**config.mk**
```make
export PLATFORM = sky130hd
export DESIGN_NAME = mmu_q
export DESIGN_NICKNAME = d
export VERILOG_FILES = /design/src/rtl/logIP_pkg.sv /design/src/rtl/ram_dp.sv /design/src/rtl/mmu_q.sv
export SDC_FILE = /design/constraint.sdc
export NUM_CORES = 1
export LEC_CHECK = 0
export CAP_MARGIN = 10
export CORE_UTILIZATION = 34
export CTS_BUF_LIST = sky130_fd_sc_hd__clkbuf_16
export CTS_CLUSTER_SIZE = 14
export DETAILED_ROUTE_END_ITERATION = 12
export PLACE_DENSITY = 0.59
export SYNTH_ARGS = -nofsm -noshare
export SYNTH_HDL_FRONTEND = slang
export SYNTH_SLANG_ARGS = --single-unit
```
**constraint.sdc**
```tcl
create_clock -name clk_i -period 6.74 [get_ports clk_i]
set_input_delay 1.348 -clock clk_i [delete_from_list [all_inputs] [get_ports clk_i]]
set_output_delay 1.348 -clock clk_i [all_outputs]
set_load 0.01 [all_outputs]
```
**src/rtl/logIP_pkg.sv**
```systemverilog
// Shared types for the logIP capture-storage blocks.
// Mode code 2'b11 is reserved and decodes as MMU_LIFO.
package logIP_pkg;

  typedef enum logic [1:0] {
    MMU_LIFO = 2'b00,
    MMU_FIFO = 2'b01,
    MMU_RING = 2'b10
  } mmu_mode_t;

  function automatic mmu_mode_t mode_decode(input logic [1:0] code);
    case (code)
      2'b01:   return MMU_FIFO;
      2'b10:   return MMU_RING;
      default: return MMU_LIFO;
    endcase
  endfunction

endpackage

```
**src/rtl/ram_dp.sv**
```systemverilog
// Simple dual-port RAM: one write port, one registered read port, read-first on collision.
module ram_dp #(
  parameter int WIDTH = 32,
  parameter int DEPTH = 5
) (
  input  logic             clk_i,
  input  logic             wr_en,
  input  logic [DEPTH-1:0] wr_addr,
  input  logic [WIDTH-1:0] wr_data,
  input  logic             rd_en,
  input  logic [DEPTH-1:0] rd_addr,
  output logic [WIDTH-1:0] rd_data
);

  logic [WIDTH-1:0] mem [2**DEPTH];

  always_ff @(posedge clk_i) begin
    if (rd_en) rd_data <= mem[rd_addr];
    if (wr_en) mem[wr_addr] <= wr_data;
  end

endmodule

```
**src/rtl/mmu_q.sv**
```systemverilog
// Sample-memory manager: LIFO / FIFO / RING over one dual-port RAM,
// with occupancy, full/empty status and sticky overflow/underflow flags.
module mmu_q
  import logIP_pkg::*;
#(
  parameter int WIDTH = 32,
  parameter int DEPTH = 5
) (
  input  logic             clk_i,
  input  logic             rst_i,
  input  logic [1:0]       mode_i,
  input  logic             clr_i,
  input  logic             wrt_i,
  input  logic             read_i,
  input  logic [WIDTH-1:0] d_i,
  output logic [WIDTH-1:0] q_o,
  output logic             valid_o,
  output logic [DEPTH:0]   count_o,
  output logic             full_o,
  output logic             empty_o,
  output logic             ovf_o,
  output logic             udf_o
);

  localparam logic [DEPTH:0] CAP = (DEPTH+1)'(2**DEPTH);

  mmu_mode_t        mode_q;
  logic [DEPTH-1:0] sp, wp, rp;
  logic [DEPTH-1:0] wr_addr, rd_addr;
  logic [DEPTH:0]   count_nxt;
  logic [WIDTH-1:0] ram_rd, q_hold;
  logic             go, rd_ok, wr_ok, overwrite, valid_q;

  always_comb begin
    go        = !rst_i && !clr_i;
    rd_ok     = go && read_i && !empty_o;
    wr_ok     = go && wrt_i && (mode_q == MMU_RING || !full_o || rd_ok);
    // RING write into a full store with no read pushes out the oldest word
    overwrite = wr_ok && full_o && !rd_ok;

    if (mode_q == MMU_LIFO) begin
      rd_addr = sp - DEPTH'(1);
      wr_addr = rd_ok ? sp - DEPTH'(1) : sp;
    end else begin
      rd_addr = rp;
      wr_addr = wp;
    end

    count_nxt = count_o;
    if (wr_ok && !rd_ok && !overwrite) count_nxt = count_o + (DEPTH+1)'(1);
    else if (rd_ok && !wr_ok)          count_nxt = count_o - (DEPTH+1)'(1);
  end

  ram_dp #(.WIDTH(WIDTH), .DEPTH(DEPTH)) u_ram (
    .clk_i   (clk_i),
    .wr_en   (wr_ok),
    .wr_addr (wr_addr),
    .wr_data (d_i),
    .rd_en   (rd_ok),
    .rd_addr (rd_addr),
    .rd_data (ram_rd)
  );

  always_ff @(posedge clk_i) begin
    if (rst_i || clr_i) begin
      mode_q  <= mode_decode(mode_i);
      sp      <= '0;
      wp      <= '0;
      rp      <= '0;
      count_o <= '0;
      full_o  <= 1'b0;
      empty_o <= 1'b1;
      ovf_o   <= 1'b0;
      udf_o   <= 1'b0;
      valid_q <= 1'b0;
    end else begin
      if (mode_q == MMU_LIFO) begin
        if (wr_ok && !rd_ok)      sp <= sp + DEPTH'(1);
        else if (rd_ok && !wr_ok) sp <= sp - DEPTH'(1);
      end else begin
        if (wr_ok)                 wp <= wp + DEPTH'(1);
        if (rd_ok || overwrite)    rp <= rp + DEPTH'(1);
      end
      count_o <= count_nxt;
      full_o  <= (count_nxt == CAP);
      empty_o <= (count_nxt == '0);
      if (wrt_i && !wr_ok)     ovf_o <= 1'b1;
      if (read_i && empty_o)   udf_o <= 1'b1;
      valid_q <= rd_ok;
    end
  end

  // q_o shows fresh RAM data in the valid cycle and the captured copy afterwards
  always_ff @(posedge clk_i) begin
    if (rst_i)        q_hold <= '0;
    else if (valid_q) q_hold <= ram_rd;
  end

  assign valid_o = valid_q;
  assign q_o     = valid_q ? ram_rd : q_hold;

endmodule

```
=== After elaboration in Yosys (flattened, before gate mapping) ===
Memory sizes are Yosys's and may differ from the RTL's. A register that Yosys moved wholly into a read port is not among the register bits.
Cells that the tools add are included.

* Flip-flop bits (word level): 60
* Memory bits (writable): 1024
* Bits of input ports: 39
* Output and inout bits: 43
* Logic and storage cells: 63
* Memories kept: 1

{| class="wikitable"
|+ Memories
! name !! words !! bits a word !! read ports !! clocked after memory_dff !! wr ports !! RTL line !! RTL
|-
| u_ram.mem || 32 || 32 || 1 || 1 || 1 || ram_dp.sv:15 || <nowiki>logic [WIDTH-1:0] mem [2**DEPTH];</nowiki>
|}

* Add/sub/neg operators: 6
* Equal/unequal tests: 4
* Multiplexer cells: 11
* Bitwise gates (word level): 1
* Reduce and logical (&&, ||, !) cells: 29

{| class="wikitable"
|+ Operator list
! operator !! count
|-
| $mux 32 || 1
|-
| $mux 5 || 5
|-
| $add 5x1->5 const B || 3
|-
| $logic_and 1x1->1 || 12
|-
| $mux 6 || 2
|-
| $logic_not 1->1 || 7
|-
| $add 6x1->6 const B || 1
|-
| $eq 6x6->1 const B || 1
|-
| $logic_not 6->1 || 1
|-
| $reduce_and 2->1 || 3
|-
| $sub 6x1->6 const B || 1
|-
| $sub 5x1->5 const B || 1
|-
| $eq 2x2->1 const B || 2
|-
| $logic_or 1x1->1 || 4
|-
| $pmux 2 s2 || 1
|-
| $eq 2x1->1 const B || 1
|-
| $logic_not 2->1 || 1
|-
| $mux 1 || 2
|-
| $reduce_bool 2->1 || 1
|-
| $not 1->1 || 1
|}

=== Longest topological paths before layout ===
Gate-level depths: netlist (run 1).

* Depth in word-level cells: 12
* Gate-level depth with buffers: 11
* Mapped depth without buffers: 8

=== Cells and area by module ===
From an unflattened synthesis (run 1), not the netlist that was laid out.

* Cells, all modules: 2556
* Area, all modules: 43678.1 um^2

{| class="wikitable"
|+ By module, submodules not included
! module !! times used !! cells each !! area an instance (um^2)
|-
| ram_dp || 1 || 2260 || 40805.4
|-
| mmu_q || 1 || 296 || 2872.8
|}

=== Least setup slack after synthesis (run 1) ===
OpenSTA, ideal clock, no wires.

* Path kind: input -> register
* Start point: input port rst_i
* End point: memory u_ram.mem[26][0] (enable)
* Setup time: 421 ps
* Data arrival time: 4755 ps
* Required time: 6319 ps
* Slack: 1563 ps
* Stages on the path: 8
* Path buffers: 2
* Path through: or4b_1 > clkbuf_1 > inv_2 > mux2i_1 > mux2i_1 > or3_1 > clkbuf_1 > nor2_1

* Cells in the longest elaborated chain, start to end: 8

{| class="wikitable"
|+ Ends and longest elaborated chain
! element !! RTL line !! RTL
|-
| start, declared || mmu_q.sv:10 || <nowiki>input logic rst_i,</nowiki>
|-
| $logic_not 1->1 (*) || mmu_q.sv:35 || <nowiki>go = !rst_i && !clr_i;</nowiki>
|-
| $logic_and 1x1->1 (*) || mmu_q.sv:35 ||
|-
| $logic_and 1x1->1 (*) (2 in a row) || mmu_q.sv:36 || <nowiki>rd_ok = go && read_i && !empty_o;</nowiki>
|-
| named net rd_ok || mmu_q.sv:32 || <nowiki>logic go, rd_ok, wr_ok, overwrite, valid_q;</nowiki>
|-
| $logic_or 1x1->1 || mmu_q.sv:37 || <nowiki>wr_ok = go && wrt_i && (mode_q == MMU_RING || !full_o || rd_ok);</nowiki>
|-
| $logic_and 1x1->1 || mmu_q.sv:37 ||
|-
| $mux 1 || ram_dp.sv:19 || <nowiki>if (wr_en) mem[wr_addr] <= wr_data;</nowiki>
|-
| $mux 1 (implied by the code) || ram_dp.sv:19 ||
|-
| end, declared || ram_dp.sv:15 ||
|}

The timed path passes the listed nets; every way through them passes the cells marked *.

=== Worst setup path in the final report (run 1) ===
* Start point: input port read_i
* End point: memory u_ram.mem[8][14] (enable)

* Cells in the longest elaborated chain, start to end: 6

{| class="wikitable"
|+ Ends and longest elaborated chain
! element !! RTL line !! RTL
|-
| start, declared || mmu_q.sv:14 || <nowiki>input logic read_i,</nowiki>
|-
| $logic_and 1x1->1 (*) (2 in a row) || mmu_q.sv:36 ||
|-
| named net rd_ok || mmu_q.sv:32 ||
|-
| $logic_or 1x1->1 || mmu_q.sv:37 ||
|-
| $logic_and 1x1->1 || mmu_q.sv:37 ||
|-
| $mux 1 || ram_dp.sv:19 ||
|-
| $mux 1 (implied by the code) || ram_dp.sv:19 ||
|}

Marked as above.

==> impl_results.md, run 1 <==
- NumNets Final: 3099
- Die width: 367 microns
- Final hold violation count: 0
- Depth of the worst register-to-register path: 10
- Fillers: 12100
- Actual slew at the worst max-slew pin: 1200 ps
- Rows: 133
- Die H: 367 microns
- Total number of vias: 27000
- Worst r2r src: sp[0]$_SDFFE_PP0P_
- DPL Wire Length: 72200 microns
- RSZ-0062 raised after global routing: false
- Crit-path max FO: 23
- WL/cell: 25.7 microns
- I/O Buffers: 81
- Initial DRC Count: 3134
- Slew Limit Headroom: 0.195
- Gpl congestion: 0.808
- Gr usage total: 0.184
- CTS H-tree lvls: 3
- Max Buffers Root-to-Sink: 3
- Ys Warns: 0
- Fmax achieved: 201 MHz
- TritonCTS buffer count: 111
- Post-Route Skew: 20.4 ps
- Grt ovf: 0
- Synth Area in Compound Gates: 0.0734
- # hold bufs at CTS: 0
- Crit path cell chain: clkdlybuf4s50_1 -> or4b_1 -> inv_2 -> xnor2_1 -> o21ai_1 -> nor2_1 -> nand2_1 -> nor2_4 -> buf_4
- # setup viols final: 0
- Simple-gate share of the synthesized area: 0.100
- LEAKAGE: 16.3 nW
- Post-Syn Nets: 3080
- Instance count on the critical path: 9
- Core area: 0.132 sq mm
- WHS: 486 ps
- Post-Syn Area: 0.0452 sq mm
- Final Critical Period: 4980 ps
- Crit path capture: u_ram.mem[8][14]$_DFFE_PP_
- Met2 usage: 0.285
- Synth Area in Adders: 0.00166
- Seq/Total Area, Yosys: 0.728
- Largest net degree at the start of global routing: 171
- Main synth FF type: edfxtp_1
- CP Launch Type: primary input
- Max IR drop VDD: 0.214 mV
- Xor and xnor area share after synthesis: 0.00420
- Final Max Tran Viols: 0
- CTS Sinks: 1116
- Worst-Skew Late Latency: 740 ps
- Initial antenna violation count: 6
- Top Usage Layer GRT: met2
- RR Endpoint: u_ram.rd_data[23]$_DFFE_PN_
- Grt met3 use: 0.0464
- Slowest-stage cell, CP: nor2_4
- Largest family of logic cells by synthesized area: simple AND/OR/NAND/NOR gates
- Synth Instances: 3035
- Initial Util: 0.343
- CP Data Arrival Time: 5410 ps
- Via density per instance: 5.51
- Average cell area after synthesis: 14.9 sq um
- # Max-Cap Violations: 0
- Setup CP Type: in2reg
- Worst setup margin: 1760 ps
- Antenna Nets Post-Route: 0
- Clk slew on worst S/H paths: 60 ps
- Die ar.: 0.134 sq mm
- Worst min path class: reg2reg
- IO Pins: 82
- Vias in the first global route: 26200
- R2R Setup Slk: 2050 ps
- Share of flip-flops with an asynchronous set or reset: 0
- Critical path required time: 7180 ps
- Setup crit end kind: flop
- Outcome: completed
- Drt first pass iters: 5
- Final Cycle Share: 0.738
- Layout cells sized above 1: 0.132
- # Post-CTS Setup Buffers: 0
- DRC: 0
- Post_cts resized: 0
- Critical path's largest stage delay: 1090 ps
- Total wire length: 126000 microns
- Multiplexer share of the synthesized area: 0.0634
- Final setup TNS: 0 ps
- Pre-CTS setup slack: 1050 ps
- Met1 usage: 0.254
- Area grow syn2layout: 14.1%
- CTS tree: yes
- Clock Tree Root: clkbuf_16
- Netlist cell types: 69
- Buf+Inv Stages, Crit Path: 3
- Cell family with most CP delay: simple AND/OR/NAND/NOR gates
- Setup crit start: read_i
- Pwr Density: 296 mW/mm^2
- First-pass GRT wire length: 183000 microns
- Number of synthesized flops with an enable pin: 1058
- #FFs+latches synth: 1116
==> worst min-delay path, stage by stage, from the launching register on <==
cell and delay (ps):
dfxtp_1 340, a21oi_1 50, nor2_1 70
==> cell families after synthesis <==
kind of cell,Yosys count
AO/OA/AOI/OAI,529
buffers and inverters,260
multiplexers,198
flip-flops,1116
AND/OR/NAND/NOR,906
XOR/XNOR,20
adder cells (fa/ha/maj),6
==> flip-flops by register name, indices dropped and copies added (netlist names), 2 cells and up <==
register / count
u_ram.mem: 1024
q_hold: 32
u_ram.rd_data: 32
count_o: 6
rp: 5
sp: 5
wp: 5
mode_q: 2
==> how the worst min path moves through the flow <==
stage,slack (ps),end,from,cells after the start
2_1_floorplan,470,rp[4]$_SDFFE_PP0P_,rp[4]$_SDFFE_PP0P_,1
3_3_place_gp,470,ovf_o$_SDFFE_PP0P_,ovf_o$_SDFFE_PP0P_,2
3_5_place_dp,480,ovf_o$_SDFFE_PP0P_,ovf_o$_SDFFE_PP0P_,2
4_1_cts,500,ovf_o$_SDFFE_PP0P_,ovf_o$_SDFFE_PP0P_,2
5_1_grt,530,udf_o$_SDFFE_PP0P_,udf_o$_SDFFE_PP0P_,2
6_report,490,udf_o$_SDFFE_PP0P_,udf_o$_SDFFE_PP0P_,2
==> where the power goes <==
part | internal [mW] | switching, mW
Sequential | 7.62 | 0.0112
Combinational | 0.409 | 1.06
Clock | 3.47 | 2.70
==> cells in the final DEF, fill, tap and decap left out, types with 34 or more instances in the layout <==
master           Yosys  routed
edfxtp_1          1058    1058
nand3_1            576     576
o21ai_0            264     264
nand2_1            147     146
a211oi_1           131     131
clkbuf_16            0     111
mux2i_1            101     101
dfxtp_1             58      57
clkdlybuf4s50_1      0      57
buf_4                5      54
mux4_2              52      52
nor2b_1             38      38
nor2_4               0      36
a31oi_1             34      34
==> synth_stat cells (all sizes together) (3+ instances only) <==
cell         count  area share
a32oi           33      0.0068
dlygate4sd1      4     0.00077
o21ai          268       0.030
a31oi           35      0.0052
nand4            3     0.00042
nor3             6     0.00077
nor2            70      0.0063
mux2            33      0.0082
mux2i          101       0.022
a22oi           33      0.0055
xor2             7      0.0014
xnor2           13      0.0028
and2             3     0.00042
or3              7      0.0010
nand2          147       0.012
inv             13      0.0011
nor2b           38      0.0053
dfxtp           58       0.026
buf             98       0.012
clkbuf         145       0.015
edfxtp        1058        0.70
or4             32      0.0053
ha               6      0.0017
a21oi           13      0.0014
nand3          586       0.066
a211oi         131       0.022
nand2b           3     0.00042
mux4            64       0.033
==> per-layer routing <==
metal | up-vias | wire length, microns
met2 | 1087 | 58300
met4 | 8 | 2800
met3 | 148 | 11300
li1 | 12000 | -
met1 | 13800 | 53600
met5 | - | 30
==> layout make-up <==
cell class | count | area, sq um | share of cell area
Antenna cell | 2 | 5.00 | 0.0000970
Clock buffer | 111 | 2780 | 0.0538
Clock inverter | 90 | 823 | 0.0160
Inverter | 13 | 48.8 | 0.000946
Multi-Input combinational cell | 1659 | 11300 | 0.220
Sequential cell | 1116 | 32900 | 0.638
Tap cell | 1755 | 2200 | 0.0426
Timing Repair Buffer | 153 | 1460 | 0.0284
==> stage by stage <==
step                total power, mW  utilization  std cells  instance area (sq um)
finish                         15.3        0.391       4899                  51600
floorplan                      8.63            -       3035                  45200
CTS                            15.4        0.391       4896                  51600
detailed placement             9.24        0.364       4695                  47900
global route                   15.7        0.391       4898                  51600
global placement               9.23        0.364       4695                  47900
No activity file was read; power rests on OpenSTA's default activity.
==> run 2: changes to the inputs <==
==> constraint.sdc (replaced) <==
create_clock -name clk_i -period 5.2 [get_ports clk_i]
set_input_delay 1.04 -clock clk_i [delete_from_list [all_inputs] [get_ports clk_i]]
set_output_delay 1.04 -clock clk_i [all_outputs]
set_load 0.01 [all_outputs]
==> run 2 against run 1 <==
Routed wire length fell by 0.86%. Clock power rose by 28%. Critical path depth unchanged. Final area increased by 0.97%. Worst setup slack got worse by 570 ps. Sequential power rose by 30%. Critical endpoint is now u_ram.rd_data[10]$_DFFE_PN_. Largest cell class unchanged.
==> impl_results.md, run 2 (synthesized netlist as in run 1, its figures left out) <==
- Outcome: completed
- WHS: 467 ps (-19.8 ps)
- Fin cells: 4958 (+1.2%)
- Layout cells sized above 1: 0.143 (+0.0107)
- # Max-Cap Violations: 0 (unchanged)
- I/O Buffers: 81 (unchanged)
- Max IR drop VDD: 0.244 mV (+14%)
- Die ar.: 0.134 sq mm (unchanged)
- Crit-path max FO: 136 (+490%)
- CP Launch Type: flop
- TritonCTS buffer count: 112 (+0.90%)
- Final setup TNS: 0 ps (unchanged)
- Setup crit end kind: flop
- Final Critical Period: 4010 ps
- WL/cell: 25.2 microns (-2.0%)
- CTS Sinks: 1116 (unchanged)
- Most frequent cells in the layout: 1058 x edfxtp_1, 576 x nand3_1, 264 x o21ai_0
- Final Cycle Share: 0.771
- First-pass GRT wire length: 183000 microns (-0.14%)
- CP Data Arrival Time: 4430 ps (-980 ps)
- Commonest non-fill, non-tap cell in the layout: edfxtp_1
- Max reg flops: 1024 (unchanged)
- Initial antenna violation count: 3 (-3)
- Total number of vias: 27200 (+0.76%)
- Total wire length: 125000 microns (-0.86%)
- Vias in the first global route: 26400 (+0.87%)
- CTS H-tree lvls: 3 (unchanged)
- Clk slew on worst S/H paths: 60 ps (about the same)
- Clock Tree Root: clkbuf_16
- Via density per instance: 5.49 (-0.44%)
- Max Buffers Root-to-Sink: 3 (unchanged)
- Area grow syn2layout: 15.2%
- Placed insts: 4749 (+1.2%)
- Biggest regs: u_ram.mem x1024, q_hold x32, u_ram.rd_data x32
- Post_cts resized: 0 (unchanged)
- Grt ovf: 0 (unchanged)
- Gpl congestion: 0.814 (+0.68%)
- Largest net degree at the start of global routing: 138 (-19%)
- DPL Wire Length: 74300 microns (+3.0%)
- NumNets Final: 3153 (+1.7%)
- LEAKAGE: 16.6 nW (+2.1%)
- Core area: 0.132 sq mm (unchanged)
- Gr usage total: 0.182 (-0.00162)
- Worst-Skew Late Latency: 720 ps (-20 ps)
- Slew Limit Headroom: 0.278 (+0.0825)
- Final instance area: 0.0521 sq mm (+0.97%)
- Critical path required time: 5620 ps (-1560 ps)
- Placed Instance Area: 0.0485 sq mm (+1.1%)
- CTS tree: yes
- Worst min path class: reg2reg
- Drt first pass iters: 6 (+1)
- Post-Route Skew: 32.4 ps (+12.0 ps)
- # setup viols final: 0 (unchanged)
- Register bank with the most flops: u_ram.mem
- IO Pins: 82 (unchanged)
- Actual slew at the worst max-slew pin: 1080 ps (-123 ps)
- RSZ-0062 raised after global routing: false
- Initial DRC Count: 3008 (-4.0%)
- Die width: 367 microns (unchanged)
- Final hold violation count: 0 (unchanged)
- # hold bufs at CTS: 0 (unchanged)
- Final Max Tran Viols: 0 (unchanged)
- Initial Util: 0.343 (unchanged)
- Fillers: 12100 (-0.12%)
- Setup CP Type: reg2reg
- # Post-CTS Setup Buffers: 0 (unchanged)
- Antenna Nets Post-Route: 0 (unchanged)
- Die H: 367 microns (unchanged)
- Pwr Total: 19.8 mW (+29%)
- Fmax achieved: 249 MHz
- Pwr Density: 379 mW/mm^2 (+28%)
- Rows: 133 (unchanged)
- DRC: 0 (unchanged)
[run 2: cell count changes in the layout (fill, tap and decap cells not counted), sizes merged]
| cell | change |
|---|---|
| inv | +11 |
| buf | +53 |
| clkinv | -6 |
| bufinv | -1 |
| clkbuf | +3 |
| clkinvlp | -1 |
[run 2: metal layers]
layer	vias to the layer above	wire length [microns]	GRT usage
met1	13900	53000	0.253
met4	2	2680	0.0484
met2	1063	58300	0.285
met5	-	8	0
li1	12100	-	-
met3	151	11000	0.0449
[run 2: cell type report]
class / count / area [sq um] / area share
clock inverter: 93 / 734 / 0.0141
timing repair buffer: 206 / 1980 / 0.0380
inverter: 13 / 48.8 / 0.000937
clock buffer: 114 / 2850 / 0.0548
antenna: 2 / 5.00 / 0.0000961
sequential: 1116 / 32900 / 0.632
tap: 1755 / 2200 / 0.0422
multi-input combinational: 1659 / 11300 / 0.218
[run 2: worst paths after layout]
path / slack, ps / cells past startpoint / startpoint / end
hold / removal: 470 / 2 / udf_o$_SDFFE_PP0P_ / udf_o$_SDFFE_PP0P_
setup reg to reg: 1190 / 9 / sp[0]$_SDFFE_PP0P_ / u_ram.rd_data[10]$_DFFE_PN_
setup / recovery: 1190 / 9 / sp[0]$_SDFFE_PP0P_ / u_ram.rd_data[10]$_DFFE_PN_
hold reg to reg: 470 / 2 / udf_o$_SDFFE_PP0P_ / udf_o$_SDFFE_PP0P_
[run 2: through the flow]
stage / setup slack, ps / utilization
4_1_cts: 1240 / 0.395
2_1_floorplan: 331 / -
3_5_place_dp: 527 / 0.368
6_report: 1190 / 0.395
3_3_place_gp: 582 / 0.368
5_1_grt: 1020 / 0.395
[run 2: power by group]
group          internal (mW)  switching [mW]
Combinational          0.574            1.38
Sequential              9.88          0.0138
Clock                   4.51            3.40
Total                   15.0            4.80
[run 2: critical path, cell delays in order (launching register included)]
cell and delay [ps]:
dfxtp_1 540, inv_1 180, ha_1 410, nor3b_4 470, buf_12 420, o21ai_0 180, nand3_1 130, a211oi_1 120
or4_1 560, a31oi_1 510
